===== src/rtl/alu_muldiv.sv =====
// Iterative MULT/MULTU/DIV/DIVU unit for the EXE stage: shift-add multiply and
// restoring divide, one bit per cycle, with a start/busy/done handshake.
//
// state | meaning
// IDLE  | waiting for start; outputs hold the last result
// MUL   | shift-add iterations on the 2*WIDTH accumulator
// DIV   | restoring-division iterations, one quotient bit per cycle
// FIX   | sign correction, register HI/LO, pulse done
module alu_muldiv #(
    parameter  int WIDTH = 32,
    localparam int CNT_W = $clog2(WIDTH) + 1
) (
    input  logic             clk,
    input  logic             rst,
    input  logic             start,
    input  logic [1:0]       op,
    input  logic [WIDTH-1:0] num1,
    input  logic [WIDTH-1:0] num2,
    input  logic             flush,
    output logic             busy,
    output logic             done,
    output logic [WIDTH-1:0] result_hi,
    output logic [WIDTH-1:0] result_lo,
    output logic             div_by_zero
);

    typedef enum logic [1:0] {IDLE, MUL, DIV, FIX} state_t;

    state_t               state;
    logic                 s1, s2, is_div, dz;
    logic [WIDTH-1:0]     a_mag, b_mag, num1_q, rem;
    logic [2*WIDTH-1:0]   acc;
    logic [CNT_W-1:0]     cnt;

    logic                 sgn_op, div_ge;
    logic [WIDTH-1:0]     mag1, mag2, div_diff, quo_fix, rem_fix;
    logic [WIDTH:0]       mul_sum, div_shift;
    logic [2*WIDTH-1:0]   prod_fix;

    always_comb begin
        sgn_op    = ~op[0];
        mag1      = (sgn_op && num1[WIDTH-1]) ? -num1 : num1;
        mag2      = (sgn_op && num2[WIDTH-1]) ? -num2 : num2;
        // Carry out of the upper half is kept so full-range unsigned operands work
        mul_sum   = {1'b0, acc[2*WIDTH-1:WIDTH]} + (acc[0] ? {1'b0, a_mag} : '0);
        div_shift = {rem, acc[WIDTH-1]};
        div_ge    = div_shift >= {1'b0, b_mag};
        // True difference is below the divisor, so WIDTH bits are enough
        div_diff  = div_shift[WIDTH-1:0] - b_mag;
        prod_fix  = (s1 ^ s2) ? -acc : acc;
        quo_fix   = (s1 ^ s2) ? -acc[WIDTH-1:0] : acc[WIDTH-1:0];
        rem_fix   = s1 ? -rem : rem;
    end

    always_ff @(posedge clk or posedge rst) begin
        if (rst) begin
            state       <= IDLE;
            busy        <= 1'b0;
            done        <= 1'b0;
            div_by_zero <= 1'b0;
            result_hi   <= '0;
            result_lo   <= '0;
            s1          <= 1'b0;
            s2          <= 1'b0;
            is_div      <= 1'b0;
            dz          <= 1'b0;
            a_mag       <= '0;
            b_mag       <= '0;
            num1_q      <= '0;
            rem         <= '0;
            acc         <= '0;
            cnt         <= '0;
        end else begin
            done <= 1'b0;
            if (flush) begin
                state <= IDLE;
                busy  <= 1'b0;
            end else begin
                case (state)
                    IDLE: begin
                        if (start) begin
                            is_div      <= op[1];
                            s1          <= sgn_op & num1[WIDTH-1];
                            s2          <= sgn_op & num2[WIDTH-1];
                            a_mag       <= mag1;
                            b_mag       <= mag2;
                            num1_q      <= num1;
                            rem         <= '0;
                            acc         <= op[1] ? {{WIDTH{1'b0}}, mag1} : {{WIDTH{1'b0}}, mag2};
                            cnt         <= CNT_W'(WIDTH);
                            dz          <= op[1] && (num2 == '0);
                            div_by_zero <= 1'b0;
                            busy        <= 1'b1;
                            if (!op[1])
                                state <= MUL;
                            else if (num2 == '0)
                                state <= FIX;
                            else
                                state <= DIV;
                        end
                    end
                    MUL: begin
                        acc <= {mul_sum, acc[WIDTH-1:1]};
                        cnt <= cnt - CNT_W'(1);
                        if (cnt == CNT_W'(1))
                            state <= FIX;
                    end
                    DIV: begin
                        rem             <= div_ge ? div_diff : div_shift[WIDTH-1:0];
                        acc[WIDTH-1:0]  <= {acc[WIDTH-2:0], div_ge};
                        cnt             <= cnt - CNT_W'(1);
                        if (cnt == CNT_W'(1))
                            state <= FIX;
                    end
                    FIX: begin
                        if (dz) begin
                            result_hi <= num1_q;
                            result_lo <= '1;
                        end else if (is_div) begin
                            result_hi <= rem_fix;
                            result_lo <= quo_fix;
                        end else begin
                            {result_hi, result_lo} <= prod_fix;
                        end
                        div_by_zero <= dz;
                        done        <= 1'b1;
                        busy        <= 1'b0;
                        state       <= IDLE;
                    end
                    default: state <= IDLE;
                endcase
            end
        end
    end

endmodule


===== config.mk =====
export PLATFORM = sky130hd
export DESIGN_NAME = alu_muldiv
export DESIGN_NICKNAME = d
export VERILOG_FILES = /design/src/rtl/alu_muldiv.sv
export SDC_FILE = /design/constraint.sdc
export NUM_CORES = 1
export LEC_CHECK = 0
export ABC_AREA = 1
export BUFFER_PORTS_ARGS = -buffer_cell sky130_fd_sc_hd__clkbuf_2
export CORE_ASPECT_RATIO = 1.2
export CORE_UTILIZATION = 60
export CTS_BUF_LIST = sky130_fd_sc_hd__clkbuf_16
export CTS_CLUSTER_DIAMETER = 50
export CTS_CLUSTER_SIZE = 16
export DETAILED_ROUTE_END_ITERATION = 10
export PLACE_DENSITY = 0.79
export SYNTH_ARGS = -nofsm -noshare
export SYNTH_HDL_FRONTEND = slang
export SYNTH_SLANG_ARGS = --single-unit
export TNS_END_PERCENT = 20

===== constraint.sdc =====
create_clock -name clk -period 22.4 [get_ports clk]
set_input_delay 1.12 -clock clk [delete_from_list [all_inputs] [get_ports clk]]
set_output_delay 1.12 -clock clk [all_outputs]
set_load 0.1 [all_outputs]

==> Word-level counts from Yosys, hierarchy flattened <==
Index checks and enable logic that the tools add are counted.
{ "word_totals": {"reg_bits": 271, "out_inout_bits": 67} }
{ "classes": {"n_addsub": 8, "order_cmp": 1, "n_eq_ne": 7, "mux": 32, "bitwise_logic": 5, "n_reduce_logical": 21} }
{ "op_table": {"columns": ["op", "n"], "rows": [
  ["two-way mux 32 bit", 12],
  ["two-way mux 64 bit", 2],
  ["negator 32 bit", 4],
  ["case mux 32 bit (2 select lines)", 2],
  ["case mux 32 bit (3 select lines)", 1],
  ["negator 64 bit", 1],
  ["adder 32 x 32 -> 33 bit", 1],
  [">= comparator 33 x 32 -> 1 bit", 1],
  ["logical NOT 32 bit", 1],
  ["subtractor 32 bit", 1],
  ["AND reduction 3 bit", 6],
  ["case mux 6 bit (2 select lines)", 1],
  ["two-way mux 2 bit", 4],
  ["nonzero test 2 bit", 4],
  ["equality test 6 x 1 -> 1 bit (second input constant)", 1],
  ["two-way mux 1 bit", 6],
  ["two-way mux 6 bit", 1],
  ["case mux 2 bit (3 select lines)", 1],
  ["AND reduction 2 bit", 3],
  ["nonzero test 3 bit", 2],
  ["subtractor 6 x 1 -> 6 bit (second input constant)", 1],
  ["equality test 2 bit (second input constant)", 2],
  ["case mux 1 bit (2 select lines)", 2],
  ["logical AND 1 bit", 3],
  ["9 further kinds", 11]
]} }

==> Longest topological paths before layout <==
{ "logic_depth": {"word_depth": 6, "mapped_depth": 18, "mapped_depth_nobuf": 17} }

==> Worst setup path after synthesis <==
OpenSTA, ideal clock, no wires.
{ "synth_timing": {"kind": "register to register", "startpoint": "reg acc[0]", "endpoint": "reg acc[61]", "setup_ns": 0.127, "t_arrival_ns": 2.338, "slack_ns": 19.935, "path_stages_with_launch": 16, "period_less_slack_ns": 2.465, "cell_sequence": "dfrtp_1 -> buf_6 -> clkbuf_1 -> nand2_1 -> inv_1 -> ha_1 -> inv_1 -> fa_1 -> inv_1 -> nand3_1 -> nand2_1 -> a21oi_1 -> o21ai_0 -> nand3_1 -> a21oi_1 -> o21ai_0"} }
{ "synth_via": {"elab_chain_len": 3} }
{ "synth_lines": {"columns": ["item", "line_no", "source"], "rows": [
  ["start, declared", "32", "logic [2*WIDTH-1:0] acc;"],
  ["start signal, assigned", "89", "acc <= op[1] ? {{WIDTH{1'b0}}, mag1} : {{WIDTH{1'b0}}, mag2};"],
  ["start signal, assigned", "103", "acc <= {mul_sum, acc[WIDTH-1:1]};"],
  ["start signal, assigned by index", "110", "acc[WIDTH-1:0] <= {acc[WIDTH-2:0], div_ge};"],
  ["two-way mux 32 bit", "45", "mul_sum = {1'b0, acc[2*WIDTH-1:WIDTH]} + (acc[0] ? {1'b0, a_mag} : '0);"],
  ["adder 32 x 32 -> 33 bit", "45", null],
  ["case mux 32 bit (2 select lines)", "79", "case (state)"]
]} }
No other way between the ends.
A chain may end at the register's enable or synchronous reset.

==> Worst setup path after layout <==
{ "layout_timing": {"startpoint": "reg state[1]", "endpoint": "reg acc[33]"} }
{ "layout_via": {"elab_chain_len": 3, "elab_cells_between_ends": 6} }
{ "layout_lines": {"columns": ["item", "line_no", "source"], "rows": [
  ["start, declared", "29", "state_t state;"],
  ["start signal, assigned", "57", "state <= IDLE;"],
  ["start signal, assigned", "76", "state <= IDLE;"],
  ["start signal, assigned", "95", "state <= MUL;"],
  ["equality test 2 x 1 -> 1 bit or logical NOT 2 bit (tied branches)", "79", null],
  ["nonzero test 2 bit (no source line) or != test 2 bit (tied branches)", null, null],
  ["AND reduction 3 bit (no source line)", null, null]
]} }
Parallel ways exist; a longest one is shown, timed or not.

==> metrics.md <==
| Metric | Value |
|---|---|
| Lkg Pwr | `12.5 nW` |
| Gr ovfl total | `0` |
| Share of layout cells above drive strength 1 | `0.0754` |
| Vias in the first global route | `23660` |
| Hold_buf cts | `0` |
| Int Power | `1.77 mW` |
| Initial antenna violation count | `4` |
| H-Tree Level Count | `1` |
| Filler cells | `3337` |
| Antenna Nets Post-Route | `0` |
| Worst slew pin tran | `1.20 ns` |
| Average cell area after synthesis | `6.27 um^2` |
| Area of the core | `35800 um^2` |
| Outcome | `finished clean` |
| Ports | `137` |
| Post-CTS Resized | `0` |
| First-pass GRT wire length | `136 mm` |
| Crit start category | `flop` |
| RSZ-0062 raised after global routing | `no` |
| Minimum clock period | `4.01 ns` |
| Pin count of the biggest net entering global routing | `122` |
| Chip width | `176 um` |
| Clock latency on the worst-skew pair | `0.62 ns` |
| Worst r2r src | `state[1]` |
| Critical path class | `reg -> reg` |
| Final wirelength | `90.7 mm` |
| CTS Sinks | `270` |
| Chip height | `211 um` |
| Clock Tree Buf Depth | `3` |
| Period utilisation layout | `0.179` |
| CTS tree | `yes` |
| Seq pwr share | `0.212` |
| Max-slew violation count | `0` |
| Yosys top cell area share | `0.310` |
| Predominant post-synthesis flop cell | `dfrtp_1` |
| Fmax | `0.249 GHz` |
| IO buf count | `136` |
| Layout Area Growth over Synthesis | `8.95%` |
| Rel. slew slack | `0.201` |
| Top cells by count, synth | `nand2_1, nor2_1, inv_1, nand3_1, dfrtp_1` |
| Avg WL per Cell | `22.5 um` |
| Root Driver | `clkbuf_16` |
| # DRC | `0` |
| Post-Synthesis Cells | `3474` |
| Combinational share of power | `0.665` |
| Clock power frac | `0.123` |
| Yosys cell types | `50` |
| Power per cell area | `189 nW/um^2` |
| GPL Wtd Cong | `1.10` |
| Synth async-reset ratio | `1.00` |
| Most common cell in the netlist | `nand2_1` |
| Worst VDD drop | `137 uV` |
| Total power | `4.48 mW` |
| Starting Density | `0.608` |
| Vias/cell | `6.29` |
| Placement row count | `76` |
| Net Count, Synth | `3620` |
| Layout Nets | `3688` |
| Clock skew | `0.0331 ns` |
| Final Hold Fails | `0` |
| Placed Cells | `3977` |
| Sw Ratio | `0.606` |
| Drt pass-1 iters | `7` |
| Final setup vio count | `0` |
| Hold Crit Start | `a_mag[31]` |
| Required @ worst endpoint | `22.87 ns` |
| Worst Hold Class | `reg -> reg` |
| TritonCTS Buffers | `31` |
| Critical Path Fanout Max | `26` |
| Clock Pin Slew Worst Setup and Hold Paths | `0.08 ns` |
| #FFs+latches synth | `270` |
| Detail Placement HPWL | `69.4 mm` |
| Worst EP arrival | `4.48 ns` |
| Crit path launch | `state[1]` |
| Die Area | `37100 um^2` |
| Cell taking the most area after synthesis | `dfrtp_1` |
| Seq/Total Area, Yosys | `0.310` |
| Post-CTS Setup Inserts | `0` |
| Multi-input combinational cell area | `12900 um^2` |
| Post-Syn Area | `21800 um^2` |
| Reg area | `6760 um^2` |
| NetSw | `2.71 mW` |
| Starting DRT DRC Count | `3608` |
| Yosys warns | `0` |
| EDFF count, synth | `0` |
| Fin Setup TNS | `0 ns` |
| Top post-synthesis cells by area | `dfrtp_1, nand2_1, nand3_1, nor2_1, inv_1` |
| Max-cap violations | `0` |
| Via count | `25371` |
| Fin cells | `4036` |
| Worst setup EP type | `flop` |
| Gr usage total | `0.486` |
-- power groups by stage --
stage,clock network [mW],logic (mW),registers [mW]
final,0.551,2.98,0.947
after global routing,0.566,3.20,0.954
after floorplan,0,1.75,1.23
after CTS,0.545,2.86,0.927
after detailed placement,0,2.85,0.933
after global placement,0,2.80,0.927
-- registers in the layout, summed over array words and instances (netlist names) --
register and cells:
a_mag 32, acc 64, b_mag 32, busy 1, cnt 6, div_by_zero 1, done 1, dz 1
is_div 1, num1_q 31, rem 32, result_hi 32, result_lo 32, s1 1, s2 1, state 2
-- per-layer routing --
metal	global-route usage	vias to the layer above	part of all wire
li1	-	11408	-
met1	0.565	11633	0.35
met2	0.737	1790	0.43
met3	0.125	532	0.12
met4	0.440	8	0.11
met5	0	-	0.00054
-- layout by cell type (no fill, tap or decap), types with 4 or more instances in the layout --
cell type and n:
nor2_4 8, inv_8 6, clkbuf_2 136, a21boi_0 4, o211ai_1 15, nor2_2 13, xor2_1 49, clkbuf_16 31
a21oi_1 185, o21ai_1 34, nand3_2 6, ha_1 74, nor4_1 5, dfrtp_1 270, xnor2_1 12, nand2_1 999
a21o_1 5, a31oi_1 28, inv_6 4, inv_1 416, o21bai_1 6, o32ai_1 5, nand3_1 354, clkinv_8 4
nand3b_1 12, a22oi_1 8, nor3_1 28, nand2_2 10, inv_2 11, o21a_1 15, nand4_1 41, buf_4 16
clkinv_1 12, nand2_4 4, o22ai_1 48, o21ai_0 228, nor2_1 435
-- per-stage QoR --
stage	hold WS, ns	setup slack (ns)	area [um^2]	utilization
global route	0.513	18.48	23700	0.662
CTS	0.485	18.76	23700	0.662
finish	0.485	18.39	23700	0.662
floorplan	0.443	13.84	21800	-
detailed placement	0.466	18.50	22600	0.632
global placement	0.463	18.66	22600	0.632
-- cell families (layout without fill, tap and decap cells) --
| group | count (synthesis) | in the layout | share of synthesized area |
|---|---|---|---|
| fa+ha+maj | 76 | 76 | 0.0443 |
| buf+inv | 553 | 646 | 0.100 |
| other cells | 0 | 1 | 0 |
| compound gates | 589 | 589 | 0.148 |
| xor+xnor | 61 | 61 | 0.0245 |
| flops | 270 | 270 | 0.310 |
| simple gates | 1925 | 1925 | 0.373 |
-- critical path: stages (launching register included) --
cell and delay [ns]:
dfrtp_1 0.40, inv_1 0.11, ha_1 0.65, clkinv_1 1.00, nor2_1 0.52, buf_4 0.38
nor2_2 0.23, inv_2 0.38, o22ai_1 0.15
-- area by class of cell --
type	instances	share of cell area
clock buffer	31	0.0327
sequential	270	0.285
multi-input combinational	2651	0.541
antenna	1	0.000105
clock inverter	27	0.0133
inverter	436	0.0693
timing repair buffer	152	0.0337
tap	468	0.0247
-- final timing paths --
path | to | depth (start not counted) | slack [ns]
max in group asynchronous | result_hi[13] | 3 | 20.02
worst max-delay path | acc[33] | 8 | 18.39
min in group asynchronous | result_lo[15] | 2 | 0.71
worst min-delay path | a_mag[31] | 2 | 0.49
worst min register to register | a_mag[31] | 2 | 0.49
worst max register to register | acc[33] | 8 | 18.39
Note: power is estimated with default switching activity, not from simulation.
